File: config.mk
export PLATFORM = sky130hd
export DESIGN_NAME = block_stream_gen
export DESIGN_NICKNAME = d
export VERILOG_FILES = /design/src/rtl/block_pkg.sv /design/src/rtl/block_char_rom.sv /design/src/rtl/block_stream_gen.sv
export SDC_FILE = /design/constraint.sdc
export NUM_CORES = 1
export LEC_CHECK = 0
export CAP_MARGIN = 25
export CELL_PAD_IN_SITES_DETAIL_PLACEMENT = 0
export CELL_PAD_IN_SITES_GLOBAL_PLACEMENT = 2
export CORE_AREA = 3 3 95 97
export DETAILED_ROUTE_END_ITERATION = 12
export DIE_AREA = 0 0 98 100
export GPL_TIMING_DRIVEN = 0
export HOLD_SLACK_MARGIN = 0.1
export PLACE_DENSITY_LB_ADDON = 0.25
export SYNTH_ARGS = -nofsm -noshare
export SYNTH_HDL_FRONTEND = slang
export SYNTH_SLANG_ARGS = --single-unit
File: constraint.sdc
create_clock -name clk -period 2.2 [get_ports clk]
set_input_delay 0.66 -clock clk [delete_from_list [all_inputs] [get_ports clk]]
set_output_delay 0.66 -clock clk [all_outputs]
set_load 0.03 [all_outputs]
File: src/rtl/block_pkg.sv
// rtl/block_pkg.sv - token encodings, ASCII constants and token lengths for the block stream generator
package block_pkg;

  localparam logic [1:0] TOK_BEGIN = 2'd0;
  localparam logic [1:0] TOK_END   = 2'd1;
  localparam logic [1:0] TOK_SPACE = 2'd2;
  localparam logic [1:0] TOK_CHAR  = 2'd3;

  localparam logic [7:0] ASCII_SPACE = 8'h20;
  localparam logic [7:0] CASE_DELTA  = 8'h20;

  localparam logic [2:0] LEN_BEGIN = 3'd6;
  localparam logic [2:0] LEN_END   = 3'd4;

  typedef enum logic {ST_IDLE, ST_EMIT} state_t;

  // Index of the final character of a token; single-character tokens end at 0.
  function automatic logic [2:0] last_idx(input logic [1:0] t);
    case (t)
      TOK_BEGIN: return LEN_BEGIN - 3'd1;
      TOK_END:   return LEN_END - 3'd1;
      default:   return 3'd0;
    endcase
  endfunction

endpackage

File: src/rtl/block_char_rom.sv
// rtl/block_char_rom.sv - maps a token, character index and case mask to one ASCII byte
module block_char_rom
  import block_pkg::*;
(
  input  logic [1:0] tok_type,
  input  logic [2:0] idx,
  input  logic [4:0] tok_case,
  input  logic [7:0] tok_char,
  output logic [7:0] ch
);

  logic [7:0] base;
  logic       up;

  always_comb begin
    base = ASCII_SPACE;
    up   = 1'b0;
    case (tok_type)
      TOK_BEGIN: begin
        case (idx)
          3'd0: begin base = 8'h62; up = tok_case[0]; end
          3'd1: begin base = 8'h65; up = tok_case[1]; end
          3'd2: begin base = 8'h67; up = tok_case[2]; end
          3'd3: begin base = 8'h69; up = tok_case[3]; end
          3'd4: begin base = 8'h6e; up = tok_case[4]; end
          default: base = ASCII_SPACE;
        endcase
      end
      TOK_END: begin
        case (idx)
          3'd0: begin base = 8'h65; up = tok_case[0]; end
          3'd1: begin base = 8'h6e; up = tok_case[1]; end
          3'd2: begin base = 8'h64; up = tok_case[2]; end
          default: base = ASCII_SPACE;
        endcase
      end
      TOK_SPACE: base = ASCII_SPACE;
      default:   base = tok_char;
    endcase
    ch = up ? (base - CASE_DELTA) : base;
  end

endmodule

File: src/rtl/block_stream_gen.sv
// rtl/block_stream_gen.sv - serialises begin/end/space/char tokens to ASCII and tracks nesting depth
module block_stream_gen
  import block_pkg::*;
#(
  parameter int DEPTH_W = 8
) (
  input  logic               clk,
  input  logic               reset,
  input  logic               tok_valid,
  input  logic [1:0]         tok_type,
  input  logic [4:0]         tok_case,
  input  logic [7:0]         tok_char,
  output logic               tok_ready,
  output logic [7:0]         out,
  output logic               out_valid,
  output logic [DEPTH_W-1:0] depth,
  output logic               underflow,
  output logic               overflow,
  output logic               balanced
);

  localparam logic [DEPTH_W-1:0] DEPTH_MAX = '1;

  state_t     state;
  logic [1:0] l_type;
  logic [4:0] l_case;
  logic [7:0] l_char;
  logic [2:0] idx;

  logic       at_last;
  logic       accept;
  logic [1:0] rom_type;
  logic [2:0] rom_idx;
  logic [4:0] rom_case;
  logic [7:0] rom_char;
  logic [7:0] rom_ch;

  assign at_last   = (state == ST_EMIT) && (idx == last_idx(l_type));
  assign tok_ready = (state == ST_IDLE) || at_last;
  assign accept    = tok_valid && tok_ready;
  assign balanced  = (depth == '0) && !underflow && !overflow;

  // One ROM serves both the first char of a newly accepted token and the next char of the current one.
  always_comb begin
    rom_type = l_type;
    rom_idx  = idx + 3'd1;
    rom_case = l_case;
    rom_char = l_char;
    if (accept) begin
      rom_type = tok_type;
      rom_idx  = 3'd0;
      rom_case = tok_case;
      rom_char = tok_char;
    end
  end

  block_char_rom u_rom (
    .tok_type (rom_type),
    .idx      (rom_idx),
    .tok_case (rom_case),
    .tok_char (rom_char),
    .ch       (rom_ch)
  );

  always_ff @(posedge clk) begin
    if (reset) begin
      state     <= ST_IDLE;
      idx       <= 3'd0;
      l_type    <= TOK_BEGIN;
      l_case    <= 5'd0;
      l_char    <= 8'h00;
      out       <= 8'h00;
      out_valid <= 1'b0;
      depth     <= '0;
      underflow <= 1'b0;
      overflow  <= 1'b0;
    end else begin
      // Depth commits while the trailing space is on the wire, matching the checker's view.
      if (at_last) begin
        if (l_type == TOK_BEGIN) begin
          if (depth == DEPTH_MAX) overflow <= 1'b1;
          else                    depth    <= depth + 1'b1;
        end else if (l_type == TOK_END) begin
          if (depth == '0) underflow <= 1'b1;
          else             depth     <= depth - 1'b1;
        end
      end

      if (accept) begin
        state     <= ST_EMIT;
        idx       <= 3'd0;
        l_type    <= tok_type;
        l_case    <= tok_case;
        l_char    <= tok_char;
        out       <= rom_ch;
        out_valid <= 1'b1;
      end else if (at_last) begin
        state     <= ST_IDLE;
        out       <= 8'h00;
        out_valid <= 1'b0;
      end else if (state == ST_EMIT) begin
        idx <= idx + 3'd1;
        out <= rom_ch;
      end
    end
  end

endmodule

### Word level (Yosys, flattened, before mapping)

Cells that the tools add are included.

| word-level totals | value |
|---|---|
| register bits | 37 |
| output and inout bits | 21 |
| bits of input ports | 18 |
| logic and storage cells | 67 |

| cells by class | value |
|---|---|
| bitwise gates (word level) | 3 |
| muxes and demuxes | 21 |
| equality and inequality tests | 11 |
| reductions and logical operators | 19 |
| $add $sub $neg | 4 |

Operators by type and width:

| operator | number |
|---|---|
| 2-to-1 mux 8 bit | 9 |
| one-hot mux 7 bit (5 select lines) | 1 |
| one-hot mux 8 bit (3 select lines) | 1 |
| one-hot mux 7 bit (3 select lines) | 1 |
| adder 8 x 1 -> 8 bit, second input constant | 1 |
| equality test 8 bit, second input constant | 1 |
| zero test 8 bit | 1 |
| AND reduction 4 bit | 2 |
| subtractor 8 x 1 -> 8 bit, second input constant | 1 |
| subtractor 8 x 6 -> 8 bit, second input constant | 1 |
| equality test 3 x 2 -> 1 bit, second input constant | 2 |
| one-hot mux 3 bit (2 select lines) | 1 |
| 2-to-1 mux 5 bit | 1 |
| one-hot mux 1 bit (5 select lines) | 1 |
| equality test 2 x 1 -> 1 bit, second input constant | 2 |
| logical AND 1 bit | 4 |
| zero test 2 bit | 2 |
| inequality test 2 bit, second input constant | 2 |
| nonzero test 2 bit | 2 |
| adder 3 x 1 -> 3 bit, second input constant | 1 |
| equality test 3 x 1 -> 1 bit, second input constant | 1 |
| equality test 3 bit | 1 |
| equality test 3 bit, second input constant | 1 |
| zero test 3 bit | 1 |
| 13 further kinds | 17 |

### Depth between registers and ports, before layout

Gate-level depths: netlist of the first run.

| depth | value |
|---|---|
| depth in word-level cells | 15 |
| gate-level depth with buffers | 9 |
| depth with buffers taken out | 8 |

### By module

A second synthesis of the first run with hierarchy kept.

| unflattened totals | value |
|---|---|
| cells, all modules | 228 |
| area total of the unflattened synthesis | 2155.8 um2 |

By module, submodules not included:

| module | cells an instance | area an instance (um2) | instances | sequential area each (um2) |
|---|---|---|---|---|
| block_stream_gen | 182 | 1811.7 | 1 | 740.7 |
| block_char_rom | 46 | 344.1 | 1 | 0.0 |

### Worst setup path after synthesis of the first run

Ideal clock, no wire load.

| path | value |
|---|---|
| kind | register -> register |
| start point | reg l_type[1] |
| end point | reg out[6] |
| clock period less this slack | 2218 ps |
| path buffers | 2 |
| library setup time | 121 ps |
| setup slack | -18 ps |
| cell stages (with the launch flop) | 10 |
| arrival | 2097 ps |
| data required time | 2079 ps |
| cells stage by stage | dfxtp_1 buf_2 or3b_2 a21o_1 a21oi_1 clkbuf_1 o21ai_0 ha_1 nand2_1 a2bb2oi_1 |

| on the way | value |
|---|---|
| word-level cells in the longest chain between the ends | 15 |
| elaborated cells between the ends (all ways) | 31 |
| classes of those cells | add/sub: 1; eq/ne: 8; mux: 15; reduce/logical: 7 |

RTL lines:

| item | line | RTL |
|---|---|---|
| from (decl) | block_stream_gen.sv:25 | `logic [1:0] l_type;` |
| from (signal assigned) | block_stream_gen.sv:92 | `l_type <= tok_type;` |
| equality test 2 x 1 -> 1 bit or zero test 2 bit (tied branches) | block_pkg.sv:19 | `case (t)` |
| one-hot mux 3 bit (2 select lines) | block_pkg.sv:19 |  |
| equality test 3 bit | block_stream_gen.sv:38 | `assign at_last = (state == ST_EMIT) && (idx == last_idx(l_type));` |
| logical AND 1 bit | block_stream_gen.sv:38 |  |
| logical OR 1 bit | block_stream_gen.sv:39 | `assign tok_ready = (state == ST_IDLE) \|\| at_last;` |
| logical AND 1 bit | block_stream_gen.sv:40 | `assign accept = tok_valid && tok_ready;` |
| 2-to-1 mux 3 bit | block_stream_gen.sv:49 | `if (accept) begin` |
| equality test 3 bit (tied with other cells) | block_char_rom.sv:20 | `case (idx)` |
| one-hot mux 7 bit (5 select lines) or one-hot mux 7 bit (3 select lines) (tied branches) | block_char_rom.sv:20, block_char_rom.sv:30 |  |
| one-hot mux 8 bit (3 select lines) | block_char_rom.sv:18 | `case (tok_type)` |
| subtractor 8 x 6 -> 8 bit | block_char_rom.sv:40 | `ch = up ? (base - CASE_DELTA) : base;` |
| 2-to-1 mux 8 bit | block_char_rom.sv:40 |  |
| 2-to-1 mux 8 bit | block_stream_gen.sv:101 | `end else if (state == ST_EMIT) begin` |
| 2-to-1 mux 8 bit | block_stream_gen.sv:97 | `end else if (at_last) begin` |
| 2-to-1 mux 8 bit | block_stream_gen.sv:89 | `if (accept) begin` |
| to (signal assigned) | block_stream_gen.sv:95 | `out <= rom_ch;` |
| to (signal assigned) | block_stream_gen.sv:103 | `out <= rom_ch;` |
| to (decl) | block_stream_gen.sv:14 | `output logic [7:0] out,` |

Several ways; a longest one is shown, not always the timed one. The select of a mux whose other input is x is not followed.
A chain may end at the register's enable or synchronous reset.

### Worst setup path after layout of the first run

| path | value |
|---|---|
| start point | reg l_type[1] |
| end point | out tok_ready |

| on the way | value |
|---|---|
| word-level cells in the longest chain between the ends | 5 |
| elaborated cells between the ends (all ways) | 6 |
| classes of those cells | eq/ne: 2; mux: 1; reduce/logical: 3 |

RTL lines:

| item | line | RTL |
|---|---|---|
| equality test 2 x 1 -> 1 bit or zero test 2 bit (tied branches) | block_pkg.sv:19 |  |
| one-hot mux 3 bit (2 select lines) (*) | block_pkg.sv:19 |  |
| equality test 3 bit (*) | block_stream_gen.sv:38 |  |
| logical AND 1 bit (*) | block_stream_gen.sv:38 |  |
| logical OR 1 bit (*) | block_stream_gen.sv:39 |  |
| to (decl) | block_stream_gen.sv:13 | `output logic tok_ready,` |

Every way passes the cells marked *; elsewhere a longest branch is shown, timed or not.

==> impl_metrics.yaml, run 1 <==
placed_design:
  gp_congestion: 0.761
  post-place-cells: 425
  place_ws_ns: -0.659
  hpwl_mm: 5.00
  numPortBuffers: 36
finish:
  fillers: 846
  fin_nets: 370
  fin_cells: 449
  multi_input_area_mm2: 0.00163
  layout_commonest_cell: "nand2_1"
  seqCellArea_um2: 749
  layout-drive-gt1-share_pct: 24.1
  layout_common_cells: "nand2_1, dfxtp_1, clkdlybuf4s50_1"
  synthToLayoutAreaGrowth_pct: 46.1
  diodes: 0
synthesis:
  synth_async_sr_flop_share_pct: 0
  synth_top_area_share_pct: 32.6
  yosys_warnings: 0
  syn_nets: 310
  ys_top_cells_by_area: "dfxtp_1, nand2_1, a21oi_1, mux2i_1, ha_1"
  yosys.cell_types.count: 57
  yosysSeqAreaShare_pct: 32.6
  synth-edff-count: 0
  synthFlopType: "dfxtp_1"
  synth_area_mm2: 0.00227
  syn_avg_cell_area_um2: 8.03
  yosys.area.top_type: "dfxtp_1"
  synth_cells: 283
  synth_seq_cells: 37
flow_run:
  cap_violations: 0
die:
  die_w_um: 98
  dieArea_mm2: 0.00980
  row_count: 33
  io_pins: 39
  initial_core_util_pct: 27.7
  fp.dieH_um: 100
  coreArea_mm2: 0.00822
routing:
  via_per_inst: 5.06
  antenna_left: 0
  drt_first_pass_iters: 4
  drt_iter0_drc: 81
  num_vias: 2271
  wl_mm: 7.20
  post_drt_wl_per_cell_um: 16.0
  drc_errors: 0
clock_network:
  clk_latency_ns: 0.30
  cts_buffers: 5
  cts_hold_buf: 0
  cts_tree: "built"
  ctsHtreeMaxLevel: 2
  cts_buffer_depth: 2
  cts.clk_slew.worst_paths_ns: 0.08
  cts_sinks: 37
  cts_root_buf: "clkbuf_8"
worst_hold_path:
  hp-class: "flip-flop to flip-flop"
sta:
  fin_skew_ns: 0.00875
  setup_viol: 1
  relSlewSlack_pct: 60.2
  hold_viol: 0
  period_share_pct: 103
  worst_slack_ns: -0.0721
  tightestPinTransition_ns: 0.592
  fmax_ghz: 0.440
  slew_viol_final: 0
  rsz0062_at_grt: "true"
  min_period_ns: 2.27
critical_path:
  worstPathRequired_ns: 1.54
  crit_fanout: 5
  crit_type: "flip-flop to output port"
  end_kind: "output port"
  rrSetupSlack_ns: 0.03
  cp.arrival_ns: 1.61
  start_kind: "flip-flop"
global_route:
  grt_pass1_wl_mm: 11.6
  grt_antenna_before_repair: 0
  overflow: 0
  grt_max_degree: 13
  first_global_vias: 2177
  grt_use_total_pct: 14.9
power:
  p_leak_nw: 1.35
  power_density_mw_per_mm2: 540
  peakVddDrop_uv: 253
outcome:
  status: "finished with violations"
  violations: "setup timing"
## routing by layer
layer / global-route usage [%] / routed length, µm / part of all wire [%]
met5: 0 / 0 / 0
met1: 21.1 / 3490 / 48
met3: 2.29 / 251 / 3.5
met4: 4.15 / 70 / 0.97
met2: 23.5 / 3390 / 47
## critical path, stage by stage (launching register included)
cell and delay [ns]:
dfxtp_2 0.34, buf_6 0.13, or3b_4 0.43, a21oi_4 0.19, nor2_4 0.06, inv_2 0.05
buf_6 0.12
## state kept, by name, summed over array words and instances (netlist names)
signal / flops
depth: 8
l_char: 8
out: 8
l_case: 5
idx: 3
l_type: 2
overflow: 1
state: 1
underflow: 1
## synth_stat cells, types with 3 or more instances
cell type  count
nor2_1        22
o21ai_0       10
mux2i_1       11
ha_1           8
o211ai_1       6
a32o_1         6
clkbuf_1      11
o2111ai_1      3
inv_1         11
nor3_1         6
nand3_1       10
nand2_1       45
nand3b_1       3
a21o_1         3
and2_1         4
nand4_1        4
nor2b_1        4
a21oi_1       23
buf_2          4
xor2_1         4
xnor2_1        4
dfxtp_1       37
## report_power, final
part | internal, mW | switching (mW)
Combinational | 0.191 | 0.239
Clock | 0.369 | 0.270
Sequential | 0.704 | 0.0227
Total | 1.26 | 0.531
## cells by family (layout without fill, tap and decap cells)
kind of cell	after synthesis	in the layout	share of synthesized area (%)
buffers and inverters	29	90	5.50
multiplexers	13	13	5.83
XOR/XNOR	8	8	3.08
AO/OA/AOI/OAI	76	76	23.7
flip-flops	37	37	32.6
adder cells (fa/ha/maj)	9	9	5.28
AND/OR/NAND/NOR	111	111	24.1
## layout make-up
cell class,instances,share of cell area (%)
multi-input combinational,217,49.2
sequential,37,22.6
timing repair buffer,53,15.5
tap,105,3.96
buffer,18,3.81
clock buffer,6,2.49
inverter,11,1.39
clock inverter,2,1.13
## path summary, 6_finish.rpt
| kind | from | endpoint | depth (start not counted) |
|---|---|---|---|
| min reg2reg | l_char[1]$_SDFF_PP0_ | l_char[1]$_SDFF_PP0_ | 2 |
| min | l_char[1]$_SDFF_PP0_ | l_char[1]$_SDFF_PP0_ | 2 |
| max reg2reg | l_type[1]$_SDFF_PP0_ | out[6]$_SDFFE_PP0P_ | 9 |
| max | l_type[1]$_SDFF_PP0_ | tok_ready | 6 |
## stage by stage
step	cell area [µm²]	power [mW]	hold slack, ns	util, %	TNS, ns
after floorplan	2280	0.971	0.432	-	-0.00136
after global placement	2770	1.11	0.439	33.8	-16.71
after detailed placement	2780	1.11	0.447	33.9	-16.46
after CTS	3120	1.79	0.460	38.0	-0.0797
after global routing	3320	1.88	0.487	40.4	-0.222
final	3320	1.79	0.458	40.4	-0.0721
## what timing repair did
item                                    CTS  global route
gates resized for setup                  58            30
buffers inserted                          9             7
pin swaps                                 4            15
endpoints found under the setup margin   35            21
cloned                                    1             0
Power figures use the tool's default switching activity.
==> run 2: changes to the inputs <==
Settings changed: CAP_MARGIN 25 to 40.
==> results of run 2 <==
Same layout as run 1: the final DEF is identical, and so are final timing and power.
==> run 3: changes to the inputs <==
Settings changed: ABC_AREA set to 1, CELL_PAD_IN_SITES_DETAIL_PLACEMENT 0 to 1, CELL_PAD_IN_SITES_GLOBAL_PLACEMENT 2 to 1, CORE_AREA 3 3 95 97 to 3 3 90 92, DIE_AREA 0 0 98 100 to 0 0 93 95, GPL_ROUTABILITY_DRIVEN set to 0.
==> run 3 against run 2 <==
Against the previous run:
- the flow now finishes without violations
- maximum frequency rose by 5.8%
- worst setup slack improved by 0.13 ns
- final area fell by 10%
- register-to-register slack improved by 0.02 ns
- core utilization rose by 0.37 points
- clock power fell by 3.3%
- count of clock-buffer cells in the layout fell by 1
- clock skew rose by 0.00099 ns
- final cell count rose by 2.7%
- total power rose by 10%
- largest cell class unchanged
- largest power group unchanged
- highest routed layer unchanged
==> impl_metrics.yaml, run 3 <==
outcome:
  status: "finished clean"
sta:
  worst_slack_ns: 0.0531
  min_period_ns: 2.15
  hold_viol: 0
  relSlewSlack_pct: 56.9
  tightestPinTransition_ns: 0.641
  fin_skew_ns: 0.00974
  slew_viol_final: 0
  fmax_ghz: 0.466
  period_share_pct: 97.6
  setup_viol: 0
  whs_ns: 0.458
flow_run:
  cap_violations: 0
routing:
  drt_first_pass_iters: 4
  wl_mm: 6.17
  wl_met1_mm: 2.85
  via_per_inst: 4.63
  topRoutingLayerUsed: "met4"
  wl_met2_mm: 3.02
  num_vias: 2134
  post_drt_wl_per_cell_um: 13.4
  antenna_left: 0
  drc_errors: 0
  drt_iter0_drc: 56
  wl_met3_um: 227
die:
  initial_core_util_pct: 30.2
  coreArea_mm2: 0.00729
  row_count: 31
  dieArea_mm2: 0.00884
  die_w_um: 93
  io_pins: 39
  fp.dieH_um: 95
placed_design:
  place_ws_ns: -0.254
  hpwl_mm: 4.56
  numPortBuffers: 37
clock_network:
  cts_root_buf: "clkbuf_8"
  ctsHtreeMaxLevel: 2
  cts_sinks: 37
  clk_latency_ns: 0.30
  cts_hold_buf: 0
  cts_buffers: 5
  cts_tree: "built"
  cts_buffer_depth: 2
  cts.clk_slew.worst_paths_ns: 0.09
finish:
  fin_nets: 388
  fillers: 944
  layout_commonest_cell: "nand2_1"
  final_core_util_pct: 40.8
  layout-drive-gt1-share_pct: 18.5
  synthToLayoutAreaGrowth_pct: 34.9
  reg_top3: "depth: 8 flops, l_char: 8 flops, out: 8 flops"
  diodes: 0
  layout_common_cells: "nand2_1, inv_1, clkdlybuf4s50_1"
critical_path:
  rrSetupSlack_ns: 0.05
  r2r_start: "idx[0]$_SDFFE_PP0P_"
  r2r_cells: 17
  crit_type: "flip-flop to flip-flop"
  critPathSlowestCell: "dfxtp_2"
  reg2reg_to: "out[6]$_SDFFE_PP0P_"
  cp_common_cell: "nand2_4"
  cp.arrival_ns: 2.34
  start_kind: "flip-flop"
  cpPeakStageDelay_ns: 0.37
  end_kind: "flip-flop"
  path_cells: "inv_4 > nor2_2 > nand2_1 > nand2_2 > nand3_4 > nand2_4 > nand3b_1 > nand2_4 > nand2_4 > nor2_4 > nor2_1 > nand2_1 > inv_1 > ha_1 > inv_1 > nor2_2 > o21bai_2"
  crit_fanout: 6
  worstPathRequired_ns: 2.39
synthesis:
  yosysMostFrequentCell: "nand2_1"
  ys_top_cells_by_area: "dfxtp_1, nand2_1, inv_1, a21oi_1, nor2_1"
  synth_seq_cells: 37
  synth-edff-count: 0
  syn_nets: 330
  synth_top_area_share_pct: 33.6
  yosys.cell_types.count: 41
  synth_area_mm2: 0.00220
  synth_cells: 303
  synth_top_cells_by_count: "nand2_1, dfxtp_1, inv_1"
  synth_async_sr_flop_share_pct: 0
  synthFlopType: "dfxtp_1"
  yosys.area.top_type: "dfxtp_1"
  yosys_warnings: 0
  yosysSeqAreaShare_pct: 33.6
  syn_avg_cell_area_um2: 7.28
power:
  p_leak_nw: 1.34
  peakVddDrop_uv: 302
  power_density_mw_per_mm2: 665
global_route:
  overflow: 0
  grt_use_total_pct: 14.1
  first_global_vias: 2151
  grt_pass1_wl_mm: 9.87
  grt_max_degree: 14
  grt_antenna_before_repair: 0
worst_hold_path:
  holdPathEnd: "out[3]$_SDFFE_PP0P_"
  min_from: "out[3]$_SDFFE_PP0P_"
  hold_depth: 2
  hp-class: "flip-flop to flip-flop"
==> run 3: power by group <==
| part | internal [mW] | switching [mW] | leakage [nW] |
|---|---|---|---|
| combinational | 0.255 | 0.357 | 0.976 |
| sequential | 0.715 | 0.0329 | 0.305 |
| clock | 0.340 | 0.277 | 0.0585 |
==> run 3: critical path, delay by kind of cell, from the launching register on <==
kind            cells  cell delay [ns]
buf+inv             3             0.14
flops               1             0.37
compound gates      1             0.06
simple gates       12             1.21
fa+ha+maj           1             0.26
==> run 3: what timing repair did <==
action | in CTS | in global routing
pin swaps | 3 | 9
setup endpoints to repair | 5 | 6
hold endpoints to repair | 0 | 0
setup buffers | 3 | 11
gates resized for setup | 19 | 18
==> run 3: area by class of cell <==
| type | count | area [µm²] | area share (%) |
|---|---|---|---|
| Buffer | 8 | 60.1 | 2.02 |
| Clock inverter | 3 | 43.8 | 1.47 |
| Tap cell | 99 | 124 | 4.16 |
| Inverter | 42 | 170 | 5.72 |
| Timing Repair Buffer | 51 | 469 | 15.8 |
| Clock buffer | 5 | 68.8 | 2.31 |
| Sequential cell | 37 | 752 | 25.3 |
| Multi-Input combinational cell | 216 | 1290 | 43.2 |
==> run 3: per-stage QoR <==
stage / cell area (µm²) / setup TNS, ns / std cells / power (mW)
6_report: 2970 / 0 / 461 / 1.98
5_1_grt: 2970 / -0.165 / 461 / 2.09
2_1_floorplan: 2210 / 0 / 303 / 1.14
3_3_place_gp: 2710 / -2.51 / 439 / 1.31
4_1_cts: 2860 / 0 / 450 / 1.95
3_5_place_dp: 2710 / -2.59 / 439 / 1.32
==> run 3: per-layer routing <==
layer | vias to the layer above | GRT usage, %
met4 | 0 | 4.40
met5 | - | 0
met3 | 6 | 2.95
met1 | 1006 | 16.8
li1 | 1094 | -
met2 | 28 | 25.2
==> run 3: how the worst max path moves through the flow <==
| stage | startpoint | end | slack [ns] | cells past startpoint |
|---|---|---|---|---|
| after floorplan | tok_valid | out[6]$_SDFFE_PP0P_ | 0.16 | 12 |
| after global placement | l_type[1]$_SDFF_PP0_ | tok_ready | -0.23 | 7 |
| after detailed placement | tok_type[1] | out[6]$_SDFFE_PP0P_ | -0.25 | 12 |
| after CTS | l_type[0]$_SDFF_PP0_ | out[6]$_SDFFE_PP0P_ | 0.003 | 17 |
| after global routing | idx[0]$_SDFFE_PP0P_ | out[6]$_SDFFE_PP0P_ | -0.08 | 17 |
| final | idx[0]$_SDFFE_PP0P_ | out[6]$_SDFFE_PP0P_ | 0.05 | 17 |
==> run 3: logic make-up (layout without fill, tap and decap cells) <==
family / count (synthesis) / count (layout) / share of synthesized area [%]
XOR/XNOR: 8 / 8 / 3.18
buffers and inverters: 50 / 109 / 9.88
AND/OR/NAND/NOR: 144 / 144 / 32.9
flip-flops: 37 / 37 / 33.6
adder cells (fa/ha/maj): 9 / 9 / 5.45
multiplexers: 3 / 3 / 1.36
AO/OA/AOI/OAI: 52 / 52 / 13.6
